[src/rtl/bin_to_bcd_seq.sv]
// bin_to_bcd_seq: sequential 8-bit binary to 3-digit BCD converter.
// It uses the shift-add-3 (double dabble) method and handles one operand
// bit per clock, most significant bit first. A conversion takes 8 CONV
// cycles and then a single DONE cycle. The result digits are registered
// when the FSM enters DONE. They then hold their value until the next
// conversion completes or a reset occurs.
module bin_to_bcd_seq (
  input  logic       clk,
  input  logic       rst,
  input  logic       start,
  input  logic [7:0] bin,
  output logic       busy,
  output logic       done,
  output logic [3:0] hundreds,
  output logic [3:0] tens,
  output logic [3:0] ones
);

  typedef enum logic [1:0] {
    S_IDLE = 2'd0,
    S_CONV = 2'd1,
    S_DONE = 2'd2
  } state_e;

  // Applies the double-dabble correction to one BCD digit. A digit of 5 or
  // more is adjusted so that the following shift carries into the next digit.
  function automatic logic [3:0] add3(input logic [3:0] digit);
    logic [3:0] res;
    if (digit >= 4'd5) begin
      res = digit + 4'd3;
    end else begin
      res = digit;
    end
    return res;
  endfunction

  state_e      state_q, state_d;
  logic [19:0] work_q, work_d;     // {bcd[11:0], remaining binary bits}
  logic [2:0]  cnt_q, cnt_d;
  logic        busy_q, busy_d;
  logic        done_q, done_d;
  logic [3:0]  hund_q, hund_d;
  logic [3:0]  tens_q, tens_d;
  logic [3:0]  ones_q, ones_d;

  logic [11:0] adj_s;              // BCD part after add-3 correction
  logic [19:0] shift_s;            // working register after one full step

  // Computes one double-dabble step: correct all three digits in parallel, then shift left by one
  always_comb begin
    adj_s   = {add3(work_q[19:16]), add3(work_q[15:12]), add3(work_q[11:8])};
    shift_s = {adj_s[10:0], work_q[7:0], 1'b0};
  end

  // Next-state and next-output logic; every register holds its value unless a branch updates it
  always_comb begin
    state_d = state_q;
    work_d  = work_q;
    cnt_d   = cnt_q;
    busy_d  = 1'b0;
    done_d  = 1'b0;
    hund_d  = hund_q;
    tens_d  = tens_q;
    ones_d  = ones_q;
    case (state_q)
      S_IDLE: begin
        if (start) begin
          work_d  = {12'h000, bin};
          cnt_d   = 3'd0;
          busy_d  = 1'b1;
          state_d = S_CONV;
        end else begin
          state_d = S_IDLE;
        end
      end
      S_CONV: begin
        work_d = shift_s;
        cnt_d  = cnt_q + 3'd1;
        if (cnt_q == 3'd7) begin
          // Final bit is being shifted in: capture the completed digits now
          state_d = S_DONE;
          done_d  = 1'b1;
          hund_d  = shift_s[19:16];
          tens_d  = shift_s[15:12];
          ones_d  = shift_s[11:8];
        end else begin
          busy_d  = 1'b1;
        end
      end
      S_DONE: begin
        state_d = S_IDLE;
      end
      default: begin
        state_d = S_IDLE;
        work_d  = 20'h00000;
        cnt_d   = 3'd0;
      end
    endcase
  end

  // State, working register and registered outputs; reset clears everything asynchronously
  always_ff @(posedge clk or posedge rst) begin
    if (rst) begin
      state_q <= S_IDLE;
      work_q  <= 20'h00000;
      cnt_q   <= 3'd0;
      busy_q  <= 1'b0;
      done_q  <= 1'b0;
      hund_q  <= 4'd0;
      tens_q  <= 4'd0;
      ones_q  <= 4'd0;
    end else begin
      state_q <= state_d;
      work_q  <= work_d;
      cnt_q   <= cnt_d;
      busy_q  <= busy_d;
      done_q  <= done_d;
      hund_q  <= hund_d;
      tens_q  <= tens_d;
      ones_q  <= ones_d;
    end
  end

  assign busy     = busy_q;
  assign done     = done_q;
  assign hundreds = hund_q;
  assign tens     = tens_q;
  assign ones     = ones_q;

endmodule

[config.mk]
export PLATFORM = sky130hd
export DESIGN_NAME = bin_to_bcd_seq
export DESIGN_NICKNAME = d
export VERILOG_FILES = /design/src/rtl/bin_to_bcd_seq.sv
export SDC_FILE = /design/constraint.sdc
export NUM_CORES = 1
export LEC_CHECK = 0
export CAP_MARGIN = 30
export CELL_PAD_IN_SITES_DETAIL_PLACEMENT = 0
export CELL_PAD_IN_SITES_GLOBAL_PLACEMENT = 1
export CORE_ASPECT_RATIO = 2
export CORE_MARGIN = 2
export CORE_UTILIZATION = 42
export CTS_CLUSTER_SIZE = 40
export DETAILED_ROUTE_END_ITERATION = 8
export GPL_TIMING_DRIVEN = 0
export PLACE_DENSITY = 0.88
export SLEW_MARGIN = 20
export SYNTH_ARGS = -nofsm -noshare
export SYNTH_HDL_FRONTEND = slang
export SYNTH_SLANG_ARGS = --single-unit
[constraint.sdc]
create_clock -name clk -period 1.68 [get_ports clk]
set_clock_uncertainty 0.1 [all_clocks]
set_input_delay 0.504 -clock clk [delete_from_list [all_inputs] [get_ports clk]]
set_output_delay 0.504 -clock clk [all_outputs]
set_load 0.05 [all_outputs]
# Yosys cells after proc, flatten, opt, wreduce, memory -nomap -nowiden
# Cells that the tools add are included.
[totals]
ff_bits = 39
input_bits = 11
[op_classes]
addsub = 4
magnitude_cmp = 3
n_eq_ne = 5
muxes = 15
bitwise = 1
reduce_logical = 3
[op_table]
columns = ["operator", "n"]
rows = [
  ["$pmux W20 S3", 1],
  ["$mux W20", 1],
  ["$ge A4 B3 Y1 const B", 3],
  ["$pmux W3 S3", 1],
  ["$add A4 B2 Y4 const B", 2],
  ["$mux W4", 2],
  ["$mux W3", 2],
  ["$mux W1", 5],
  ["$ne A2 B2 Y1 const B", 2],
  ["$pmux W2 S2", 1],
  ["$reduce_and A2 Y1", 2],
  ["$add A3 B1 Y3 const B", 1],
  ["$add A3 B2 Y3 const B", 1],
  ["$eq A3 B3 Y1 const B", 1],
  ["$eq A2 B1 Y1 const B", 1],
  ["$eq A2 B2 Y1 const B", 1],
  ["$logic_not A2 Y1", 1],
  ["$mux W2", 1],
  ["$pmux W1 S2", 1],
  ["$not A1 Y1", 1],
]

# Longest topological paths before layout
[depth]
word_depth = 3
mapped_depth = 6
mapped_depth_nobuf = 6

# Worst setup path before layout
# Ideal clock, no wire load.
[synth_timing]
path_type = "reg-to-reg"
from = "register work_q[16]"
to = "register work_q[18]"
setup_ps = 83
arrival_time_ps = 1368
required_time_ps = 1497
path_slack_ps = 129
path_stages_with_launch = 7
path_buffers = 0
synth_period_minus_slack_ps = 1551
path_cell_list = "dfrtp_1 > inv_1 > ha_1 > nand2b_1 > a21oi_2 > mux2_2 > o21ai_0"
[synth_between]
elab_chain_cells = 3
[synth_lines]
columns = ["item", "line_no", "source"]
rows = [
  ["start, declared", "38", "logic [19:0] work_q, work_d;"],
  ["start signal, assigned", "114", "work_q <= work_d;"],
  ["$ge A4 B3 Y1 / $add A3 B2 Y3 (equally long branches)", "29, 30", ""],
  ["$mux W3 (*)", "29", "if (digit >= 4'd5) begin"],
  ["$pmux W20 S3 (*)", "65", "case (state_q)"],
]
# Every way passes the cells marked *; elsewhere a longest branch is shown, timed or not.
# A chain may end at the register's enable or synchronous reset.

# Worst setup path after layout
[layout_timing]
from = "register hund_q[1], in the netlist hundreds[1]"
to = "output hundreds[1]"
[layout_lines]
columns = ["item", "line_no", "source"]
rows = [
  ["start, declared", "42", "logic [3:0] hund_q, hund_d;"],
  ["start signal, assigned", "118", "hund_q <= hund_d;"],
  ["end, declared", "14", "output logic [3:0] hundreds,"],
]
# No word-level cell between the ends.

==> impl_metrics.env <==
export IMPL_critical_path_cell_chain="clkdlybuf4s15_2"
export IMPL_syn_area_um2=1810
export IMPL_wl_per_cell_um=13.8
export IMPL_cts_sinks=39
export IMPL_cp_num_buf_inv=1
export IMPL_drt_iter0_drc=19
export IMPL_place_ws_ns=-0.335
export IMPL_power_frac_comb_pct=50.4
export IMPL_ant_nets=0
export IMPL_tightest_slew_ns=0.383
export IMPL_rows=33
export IMPL_clock_latency_ns=0.29
export IMPL_period_share_pct=96.4
export IMPL_synth_area_per_cell_um2=10.7
export IMPL_p_leak_nw=1.05
export IMPL_p_per_area_nw_per_um2=1980
export IMPL_seq_area_frac_synth_pct=54.0
export IMPL_clkPwrFrac_pct=14.8
export IMPL_area_growth_syn_to_layout_pct=30.0
export IMPL_track_usage_pct=16.2
export IMPL_cts_buffers=5
export IMPL_num_nets_final=224
export IMPL_cp_start_kind="register"
export IMPL_crit_type="reg -> out"
export IMPL_fmax_ghz=0.617
export IMPL_cts_clk_slew_worst_paths_ns=0.07
export IMPL_io_buffers=24
export IMPL_syn_inst=169
export IMPL_fin_ws_ns=0.0598
export IMPL_grt_pass1_vias=1287
export IMPL_die_y_um=96.8
export IMPL_avgViaCountPerCell=5.13
export IMPL_place_gp_congestion=0.794
export IMPL_cp_top_family="buffers and inverters"
export IMPL_dieWidth_um=50.4
export IMPL_hpwl_um=2550
export IMPL_grt_remaining_overflow=0
export IMPL_timing_hold_ws_ns=0.328
export IMPL_setup_viol=0
export IMPL_initial_core_util_pct=43.8
export IMPL_slowest_stage="clkdlybuf4s15_2"
export IMPL_hold_path_class="in -> async"
export IMPL_synth_distinct_cells=28
export IMPL_finalWirelength_um=3570
export IMPL_syn_nets=188
export IMPL_grt_max_degree=34
export IMPL_outcome="completed"
export IMPL_drive_gt1_share_pct=26.7
export IMPL_firstDrtPassIters=4
export IMPL_crit_fanout=2
export IMPL_dieArea_um2=4870
export IMPL_n_antenna_cell=0
export IMPL_vias=1323
export IMPL_maxCapViolCount=0
export IMPL_max_slew_margin_rel_pct=74.5
export IMPL_clockBufferDepth=2
export IMPL_slew_viol_final=0
export IMPL_cp_required_ns=1.08
export IMPL_p_total_mw=4.65
export IMPL_core_area_um2=4130
export IMPL_end_kind="output pin"
export IMPL_drc=0
export IMPL_ir_drop_uv=1140
export IMPL_hold_violations=0
export IMPL_fin_cells=258
export IMPL_p_switching_mw=1.95
export IMPL_dp_cells=246
export IMPL_antenna_found_initial=0
export IMPL_seqPwrFrac_pct=34.8
export IMPL_holdBufCountCts=0
export IMPL_cts_root_buf="clkbuf_8"
export IMPL_p_sw_share_pct=41.9
export IMPL_grt_pass1_wl_um=5910
export IMPL_htreeDepth=2
export IMPL_ys_warnings_count=0
export IMPL_p_int_mw=2.70
export IMPL_cts_tree="built"
export IMPL_fin_crit_ns=1.62
export IMPL_ys_seq_elements=39
export IMPL_ios=25
export IMPL_cp_arrival_ns=1.02
export IMPL_max_stage_delay_ns=0.38
-- worst paths after layout --
path,depth (start not counted),start,end,slack [ns]
max,1,hundreds[1],hundreds[1],0.06
min,2,rst,hundreds[1],0.33
max reg2reg,6,work_q[16],hundreds[2],0.07
min reg2reg,2,tens[0],tens[0],0.38
max in group asynchronous,3,rst,work_q[8],0.75
min in group clk,2,tens[0],tens[0],0.38
-- cells in the mapped netlist --
library cell | n | area share (%)
inv_2 | 1 | 0.21
nand2_2 | 1 | 0.35
buf_1 | 1 | 0.21
nand2_1 | 23 | 4.8
nand3_1 | 3 | 0.83
a22o_2 | 1 | 0.55
nor2b_1 | 1 | 0.35
and2b_1 | 2 | 0.83
a22o_1 | 6 | 2.9
mux2_4 | 3 | 2.5
o21ai_0 | 22 | 6.1
nor3b_1 | 5 | 2.1
inv_1 | 9 | 1.9
xnor2_1 | 3 | 1.5
a22oi_1 | 6 | 2.5
mux2_2 | 3 | 1.9
a21oi_2 | 2 | 0.97
nand2b_1 | 3 | 1.0
buf_2 | 5 | 1.4
nor3_1 | 3 | 0.83
ha_1 | 8 | 5.5
nand2b_2 | 2 | 0.97
a21oi_1 | 7 | 1.9
a21oi_4 | 1 | 0.90
mux2i_1 | 3 | 1.7
dfrtp_1 | 39 | 54
nor2_1 | 4 | 0.83
o21ai_1 | 2 | 0.55
-- area by class of cell --
type | instances | area, um^2
Inverter | 10 | 40.0
Buffer | 6 | 31.3
Timing Repair Buffer | 29 | 310
Sequential cell | 39 | 976
Multi-Input combinational cell | 114 | 826
Clock buffer | 8 | 100
Fill cell | 370 | 1780
Tap cell | 52 | 65.1
-- power groups by stage --
| stage | Sequential (mW) | Combinational, mW | Clock (mW) |
|---|---|---|---|
| floorplan | 2.03 | 1.14 | 0 |
| global placement | 1.61 | 2.11 | 0 |
| detailed placement | 1.62 | 2.16 | 0 |
| CTS | 1.61 | 2.16 | 0.710 |
| global route | 1.67 | 2.52 | 0.745 |
| finish | 1.62 | 2.34 | 0.687 |
-- flip-flops by register name (all words and copies together) (netlist names) --
name and count:
cnt_q 3, work_q 20, ones 4, hundreds 4, tens 4, done 1
busy 1, state_q 2
-- routing by layer --
layer / part of all wire, % / global-route usage [%]
met1: 40 / 17.5
met2: 55 / 29.0
met3: 2.7 / 2.78
met4: 2.4 / 8.11
met5: 0 / 0
-- placed cells by master (no fill, tap or decap), types with 4 or more instances in the layout --
| cell type | netlist | final |
|---|---|---|
| a22o_1 | 6 | 6 |
| a21oi_1 | 7 | 7 |
| buf_4 | 0 | 5 |
| a22oi_1 | 6 | 6 |
| nor2_1 | 4 | 4 |
| nand2_1 | 23 | 23 |
| inv_1 | 9 | 6 |
| clkbuf_8 | 0 | 7 |
| ha_1 | 8 | 5 |
| o21ai_0 | 22 | 21 |
| buf_2 | 5 | 4 |
| clkdlybuf4s15_2 | 0 | 14 |
| clkdlybuf4s50_1 | 0 | 9 |
| nor3b_1 | 5 | 5 |
| dfrtp_1 | 39 | 39 |
-- logic make-up after synthesis --
logic type,synth area share [%]
mux,6.02
compound gates,16.4
buf+inv,3.67
fa+ha+maj,5.54
xor+xnor,1.45
flops,54.0
simple gates,12.9
-- through the flow --
stage | utilization (%) | TNS (ns) | cell area [um^2]
2_1_floorplan | - | 0 | 1810
3_3_place_gp | 51.2 | -31.18 | 2110
3_5_place_dp | 51.6 | -6.56 | 2130
4_1_cts | 54.8 | 0 | 2260
5_1_grt | 56.9 | -0.0186 | 2350
6_report | 56.9 | 0 | 2350
-- repair_timing --
item                                    4_1_cts  5_1_grt
pin swaps                                     0        2
endpoints found under the hold margin         0        0
buffers inserted                              1        3
gates resized for setup                      46       14
endpoints found under the setup margin       20       25
(Power assumes the default switching activity.)
